File: src/rtl/rom_stream_reader.sv
// rom_stream_reader: streams a run of words from a fixed-latency read port
// onto a valid/ready output with last-word marking, abort and restart.
module rom_stream_reader #(
    parameter int ADDR_W   = 8,
    parameter int DATA_W   = 8,
    parameter int READ_LAT = 1
) (
    input  logic              clk,
    input  logic              reset,
    input  logic              start,
    input  logic              abort,
    input  logic [ADDR_W-1:0] base_addr,
    input  logic [ADDR_W:0]   length,
    output logic [ADDR_W-1:0] rom_addr,
    input  logic [DATA_W-1:0] rom_q,
    output logic [DATA_W-1:0] out_data,
    output logic              out_valid,
    input  logic              out_ready,
    output logic              out_last,
    output logic              busy,
    output logic              done
);
    localparam logic [1:0] IDLE  = 2'd0;
    localparam logic [1:0] WAIT  = 2'd1;
    localparam logic [1:0] VALID = 2'd2;
    localparam logic [1:0] DONE  = 2'd3;
    logic [1:0]      state;
    logic [ADDR_W:0] remaining;
    logic [2:0]      lat_cnt;
    assign busy = (state == WAIT) || (state == VALID);
    always_ff @(posedge clk) begin
        if (reset) begin
            state     <= IDLE;
            rom_addr  <= '0;
            out_data  <= '0;
            out_valid <= 1'b0;
            out_last  <= 1'b0;
            done      <= 1'b0;
            remaining <= '0;
            lat_cnt   <= '0;
        end else if (abort) begin
            state     <= IDLE;
            out_valid <= 1'b0;
            out_last  <= 1'b0;
            done      <= 1'b0;
        end else begin
            case (state)
                IDLE, DONE: if (start) begin
                    done <= (length == '0);
                    if (length == '0) begin
                        state <= DONE;
                    end else begin
                        rom_addr  <= base_addr;
                        remaining <= length;
                        lat_cnt   <= 3'(READ_LAT);
                        state     <= WAIT;
                    end
                end
                // lat_cnt reaching zero marks the (READ_LAT+1)-th edge after rom_addr moved
                WAIT: if (lat_cnt == '0) begin
                    out_data  <= rom_q;
                    out_valid <= 1'b1;
                    out_last  <= (remaining == (ADDR_W+1)'(1));
                    state     <= VALID;
                end else begin
                    lat_cnt <= lat_cnt - 3'd1;
                end
                VALID: if (out_ready) begin
                    out_valid <= 1'b0;
                    out_last  <= 1'b0;
                    remaining <= remaining - (ADDR_W+1)'(1);
                    if (out_last) begin
                        state <= DONE;
                        done  <= 1'b1;
                    end else begin
                        rom_addr <= rom_addr + ADDR_W'(1);
                        lat_cnt  <= 3'(READ_LAT);
                        state    <= WAIT;
                    end
                end
            endcase
        end
    end
endmodule
File: config.mk
export PLATFORM = sky130hd
export DESIGN_NAME = rom_stream_reader
export DESIGN_NICKNAME = d
export VERILOG_FILES = /design/src/rtl/rom_stream_reader.sv
export SDC_FILE = /design/constraint.sdc
export NUM_CORES = 1
export LEC_CHECK = 0
export ABC_AREA = 1
export BUFFER_PORTS_ARGS = -buffer_cell sky130_fd_sc_hd__buf_4
export CORE_MARGIN = 4
export CORE_UTILIZATION = 30
export DETAILED_ROUTE_END_ITERATION = 8
export PLACE_DENSITY_LB_ADDON = 0.1
export SETUP_SLACK_MARGIN = 0.3
export SLEW_MARGIN = 20
export SYNTH_ARGS = -nofsm -noshare
export SYNTH_HDL_FRONTEND = slang
export SYNTH_SLANG_ARGS = --single-unit
File: constraint.sdc
create_clock -name clk -period 2 [get_ports clk]
set_input_delay 0.4 -clock clk [delete_from_list [all_inputs] [get_ports clk]]
set_output_delay 0.4 -clock clk [all_outputs]
set_load 0.005 [all_outputs]
# Word level (Yosys, flattened, before mapping)
# Index checks and enable logic that the tools add are counted.
word_totals:
  reg_bits: 33
  latchBits: 0
  ramBits: 0
  rom_bits: 0
  output_inout_bits: 20
  wordCells: 68
  mem_count: 0
op_classes:
  addsub: 3
  mul: 0
  div: 0
  magnitude_cmp: 0
  n_eq_ne: 11
  n_shift: 0
  muxes: 30
  bitwise_logic: 1
  n_reduce_logical: 15
op_table:
  columns: ["operator", "n"]
  rows:
  - ["two-way mux 8 bit", 4]
  - ["two-way mux 9 bit", 3]
  - ["one-hot mux 9 bit (2 select lines)", 1]
  - ["one-hot mux 8 bit (2 select lines)", 1]
  - ["two-way mux 3 bit", 5]
  - ["!= test 2 bit (second input constant)", 6]
  - ["AND reduction 6 bit", 2]
  - ["two-way mux 2 bit", 5]
  - ["== test 9 x 1 -> 1 bit (second input constant)", 1]
  - ["zero test 9 bit", 1]
  - ["one-hot mux 3 bit (3 select lines)", 1]
  - ["AND reduction 3 bit", 3]
  - ["subtractor 9 x 1 -> 9 bit (second input constant)", 1]
  - ["adder 8 x 1 -> 8 bit (second input constant)", 1]
  - ["two-way mux 1 bit", 6]
  - ["one-hot mux 1 bit (2 select lines)", 3]
  - ["one-hot mux 2 bit (3 select lines)", 1]
  - ["AND reduction 5 bit", 1]
  - ["== test 2 bit (second input constant)", 2]
  - ["AND reduction 4 bit", 1]
  - ["nonzero test 2 bit", 2]
  - ["OR reduction 2 bit", 2]
  - ["zero test 3 bit", 1]
  - ["subtractor 3 x 1 -> 3 bit (second input constant)", 1]
  - ["5 further kinds", 5]

# Logic depth before layout (Yosys ltp)
logic_depth:
  depth_word: 4
  depth_mapped: 10

# Worst setup path after synthesis
# OpenSTA, ideal clock, no wires.
synth_timing:
  kind: "reg-to-reg"
  from: "reg state[0]"
  to: "reg rom_addr[2]"
  setup_ns: 0.113
  arrival_time_ns: 1.491
  required_time_ns: 1.887
  slack_ns: 0.397
  path_stages_with_launch: 10
  n_path_buf: 1
  synth_period_minus_slack_ns: 1.603
  cell_sequence: "dfxtp_1 > inv_1 > ha_1 > nand2_1 > nand2_1 > a21oi_4 > nand4_4 > buf_6 > nor2_1 > nor2_1"
synth_between:
  elab_chain_cells: 4
  word_cells_on_any_way: 11
synth_rtl:
  columns: ["element", "line_no", "source"]
  rows:
  - ["start: declaration", "27", "logic [1:0] state;"]
  - ["start signal: assignment", "33", "state <= IDLE;"]
  - ["start signal: assignment", "42", "state <= IDLE;"]
  - ["start signal: assignment", "51", "state <= DONE;"]
  - ["== test 2 bit or zero test 2 bit (tied branches)", "47", "case (state)"]
  - ["OR reduction 2 bit", "47", null]
  - ["!= test 2 bit (no source line) or nonzero test 2 bit (tied branches)", null, null]
  - ["AND reduction 6 bit (no source line)", null, null]
  - ["end signal: assignment", "53", "rom_addr <= base_addr;"]
  - ["end signal: assignment", "76", "rom_addr <= rom_addr + ADDR_W'(1);"]
  - ["end: declaration", "14", "output logic [ADDR_W-1:0] rom_addr,"]
# Parallel ways exist; a longest one is shown, timed or not.
# A chain may end at the register's enable or synchronous reset.

# Worst setup path after layout
layout_timing:
  from: "reg state[0]"
  to: "out busy"
layout_between:
  elab_chain_cells: 2
  word_cells_on_any_way: 3
layout_rtl:
  columns: ["element", "line_no", "source"]
  rows:
  - ["== test 2 x 1 -> 1 bit or == test 2 bit (tied branches)", "30", "assign busy = (state == WAIT) || (state == VALID);"]
  - ["logical OR 1 bit *", "30", null]
  - ["end: declaration", "20", "output logic busy,"]
# Mark *: on every way between the ends. The rest lies on a longest branch, timed or not.

==> impl_metrics.env <==
export IMPL_ys_types=26
export IMPL_synth_area_leader_cell="dfxtp_1"
export IMPL_seq_area_frac_synth_pct=33.33
export IMPL_synthTopCellsByArea="dfxtp_1 33%, nand2_1 18%, nor2_1 11%, inv_1 8.0%, ha_1 5.1%"
export IMPL_yosys_register_bits=33
export IMPL_ir_drop_uv=295.3
export IMPL_slowest_delay_ps=330
export IMPL_cts_tree="built"
export IMPL_clk_pin_slew_ps=70
export IMPL_rsz0062_at_grt="yes"
export IMPL_first_global_vias=2026
export IMPL_p_leak_nw=1.335
export IMPL_met1_length_um=2509
export IMPL_clock_sinks=33
export IMPL_dp_worst_setup_slack_ps=146.6
export IMPL_finalCritPeriodShare_pct=79.66
export IMPL_routed_via_density=4.530
export IMPL_worst_slew_margin_rel_pct=79.51
export IMPL_die_w_um=89.28
export IMPL_antenna_found_initial=0
export IMPL_p_per_area_mw_per_mm2=674.4
export IMPL_synth_top_area_share_pct=33.33
export IMPL_netlist_instances=323
export IMPL_yosys_top_cells_count="97 x nand2_1, 60 x nor2_1, 42 x inv_1"
export IMPL_synth_edf_count=0
export IMPL_core_mm2=0.006386
export IMPL_synth_nets=361
export IMPL_ys_warnings_count=0
export IMPL_start_util_pct=31.03
export IMPL_synth_area_per_cell_um2=6.136
export IMPL_cp_required_ps=1600
export IMPL_crit_fanout=3
export IMPL_skew_ps=6.928
export IMPL_total_power_mw=1.777
export IMPL_drv_cap=0
export IMPL_rows=29
export IMPL_hold_class="input pin to flip-flop"
export IMPL_fin_nets=417
export IMPL_outcome="finished clean"
export IMPL_met3_length_um=321
export IMPL_synth_ff_type="dfxtp_1"
export IMPL_worst_path_max_delay_cell="dfxtp_2"
export IMPL_cp_end_kind="output port"
export IMPL_syn_area_mm2=0.001982
export IMPL_io_buffers=49
export IMPL_finalWorstSetupSlack_ps=406.8
export IMPL_top_layer_used="met4"
export IMPL_async_flop_share_pct=0
export IMPL_die_h_um=89.28
export IMPL_grt_overflow=0
export IMPL_synth_most_common_cell="nand2_1"
export IMPL_fin_tns_setup_ps=0
export IMPL_drtIter0Drc=63
export IMPL_place_hpwl_um=3894
export IMPL_vias=2070
export IMPL_finish_utilization_pct=41.26
export IMPL_clk_path_buf_depth=2
export IMPL_routed_wl_um=5432
export IMPL_grt_pass1_wl_um=9225
export IMPL_area_delta_synth_final_pct=32.95
export IMPL_gp_congestion=0.7775
export IMPL_die_area_mm2=0.007971
export IMPL_hold_viol=0
export IMPL_cp_arrival_ps=1190
export IMPL_clock_tree_htree_level_count=2
export IMPL_dr_pass1_iters=6
export IMPL_critPathLaunchType="flip-flop"
export IMPL_wl_per_cell_um=11.89
export IMPL_worstSetupPathType="flip-flop to output port"
export IMPL_drv_slew=0
export IMPL_max_freq_ghz=0.6277
export IMPL_crit_chain="inv_1 > ha_4 > inv_1 > buf_4"
export IMPL_diodes=0
export IMPL_clkLatencyLatePin_ps=290
export IMPL_worst_pin_slew_ps=305.0
export IMPL_dr_wl_met2_um=2540
export IMPL_cts_root_buf="clkbuf_8"
export IMPL_finalSetupViolCount=0
export IMPL_ioPinCount=50
export IMPL_cts_hold_buf=0
export IMPL_crit_path_frequent_cell="inv_1"
export IMPL_antenna_left=0
export IMPL_cts_buffers=5
export IMPL_drive_above_1_share_pct=21.58
export IMPL_track_usage_pct=14.92
export IMPL_drc=0
export IMPL_post_route_min_period_ps=1593
export IMPL_grt_max_degree=26
[metrics by stage]
stage | instance area (um^2) | hold slack (ps) | cells
CTS | 2601 | 318.4 | 456
floorplan | 1982 | 455.4 | 323
detailed placement | 2442 | 464.4 | 446
finish | 2635 | 329.2 | 457
global route | 2635 | 320.9 | 457
global placement | 2442 | 465.4 | 446
[registers in the layout (all words and copies together), names as in the netlist]
register / flops
remaining: 9
rom_addr: 8
out_data: 8
out_valid: 1
done: 1
state: 2
lat_cnt: 3
out_last: 1
[placed cells by master (no fill, tap or decap), drive strengths merged]
master,synthesis,layout
nor2,61,61
nand4,3,4
a31oi,1,1
clkinvlp,0,1
nand2,97,97
clkinv,0,2
inv,43,43
o21a,1,1
nand3,21,21
o21ai,21,21
ha,8,8
xnor2,1,1
o21bai,1,1
buf,2,56
or2,3,3
clkbuf,6,5
xor2,1,1
nor3,3,3
a21oi,17,17
dfxtp,33,33
[what timing repair did]
action | 4_1_cts | 5_1_grt
pin swaps | 2 | 5
gates resized for setup | 7 | 8
gates cloned | 1 | 0
buffers inserted | 1 | 1
setup endpoints to repair | 21 | 29
[power by group]
group | internal [mW] | switching [mW]
Clock | 0.240 | 0.273
Combinational | 0.228 | 0.278
Sequential | 0.710 | 0.0475
[cell families after synthesis]
| kind of cell | share of synthesized area [%] |
|---|---|
| compound gates | 11.24 |
| buf+inv | 10.23 |
| simple gates | 39.27 |
| flops | 33.33 |
| xor+xnor | 0.8840 |
| fa+ha+maj | 5.051 |
[worst max-delay path, delay by kind of cell, from the launching register on]
family	cells	cell delay [ps]
adder cells (fa/ha/maj)	1	280
flip-flops	1	330
buffers and inverters	3	300
[path summary, 6_finish.rpt]
path	start	endpoint	slack (ps)	cells after the start
worst max-delay path	state[0]	busy	410	4
worst min-delay path	rom_q[3]	out_data[3]	330	3
worst max register to register	state[0]	remaining[3]	450	9
worst min register to register	state[0]	state[0]	480	1
[final cells by class]
| type | instances | area (um^2) |
|---|---|---|
| Fill cell | 675 | 3751 |
| Multi-Input combinational cell | 240 | 1191 |
| Sequential cell | 33 | 663.1 |
| Timing Repair Buffer | 56 | 436.7 |
| Inverter | 43 | 161.4 |
| Tap cell | 77 | 96.34 |
| Clock buffer | 5 | 68.82 |
| Clock inverter | 3 | 17.52 |
[routing by layer]
layer | vias to the layer above | GRT usage, %
met2 | 41 | 24.78
met5 | - | 0
li1 | 1118 | -
met3 | 6 | 3.963
met4 | 0 | 4.465
met1 | 905 | 18.95
Power figures use the tool's default switching activity.
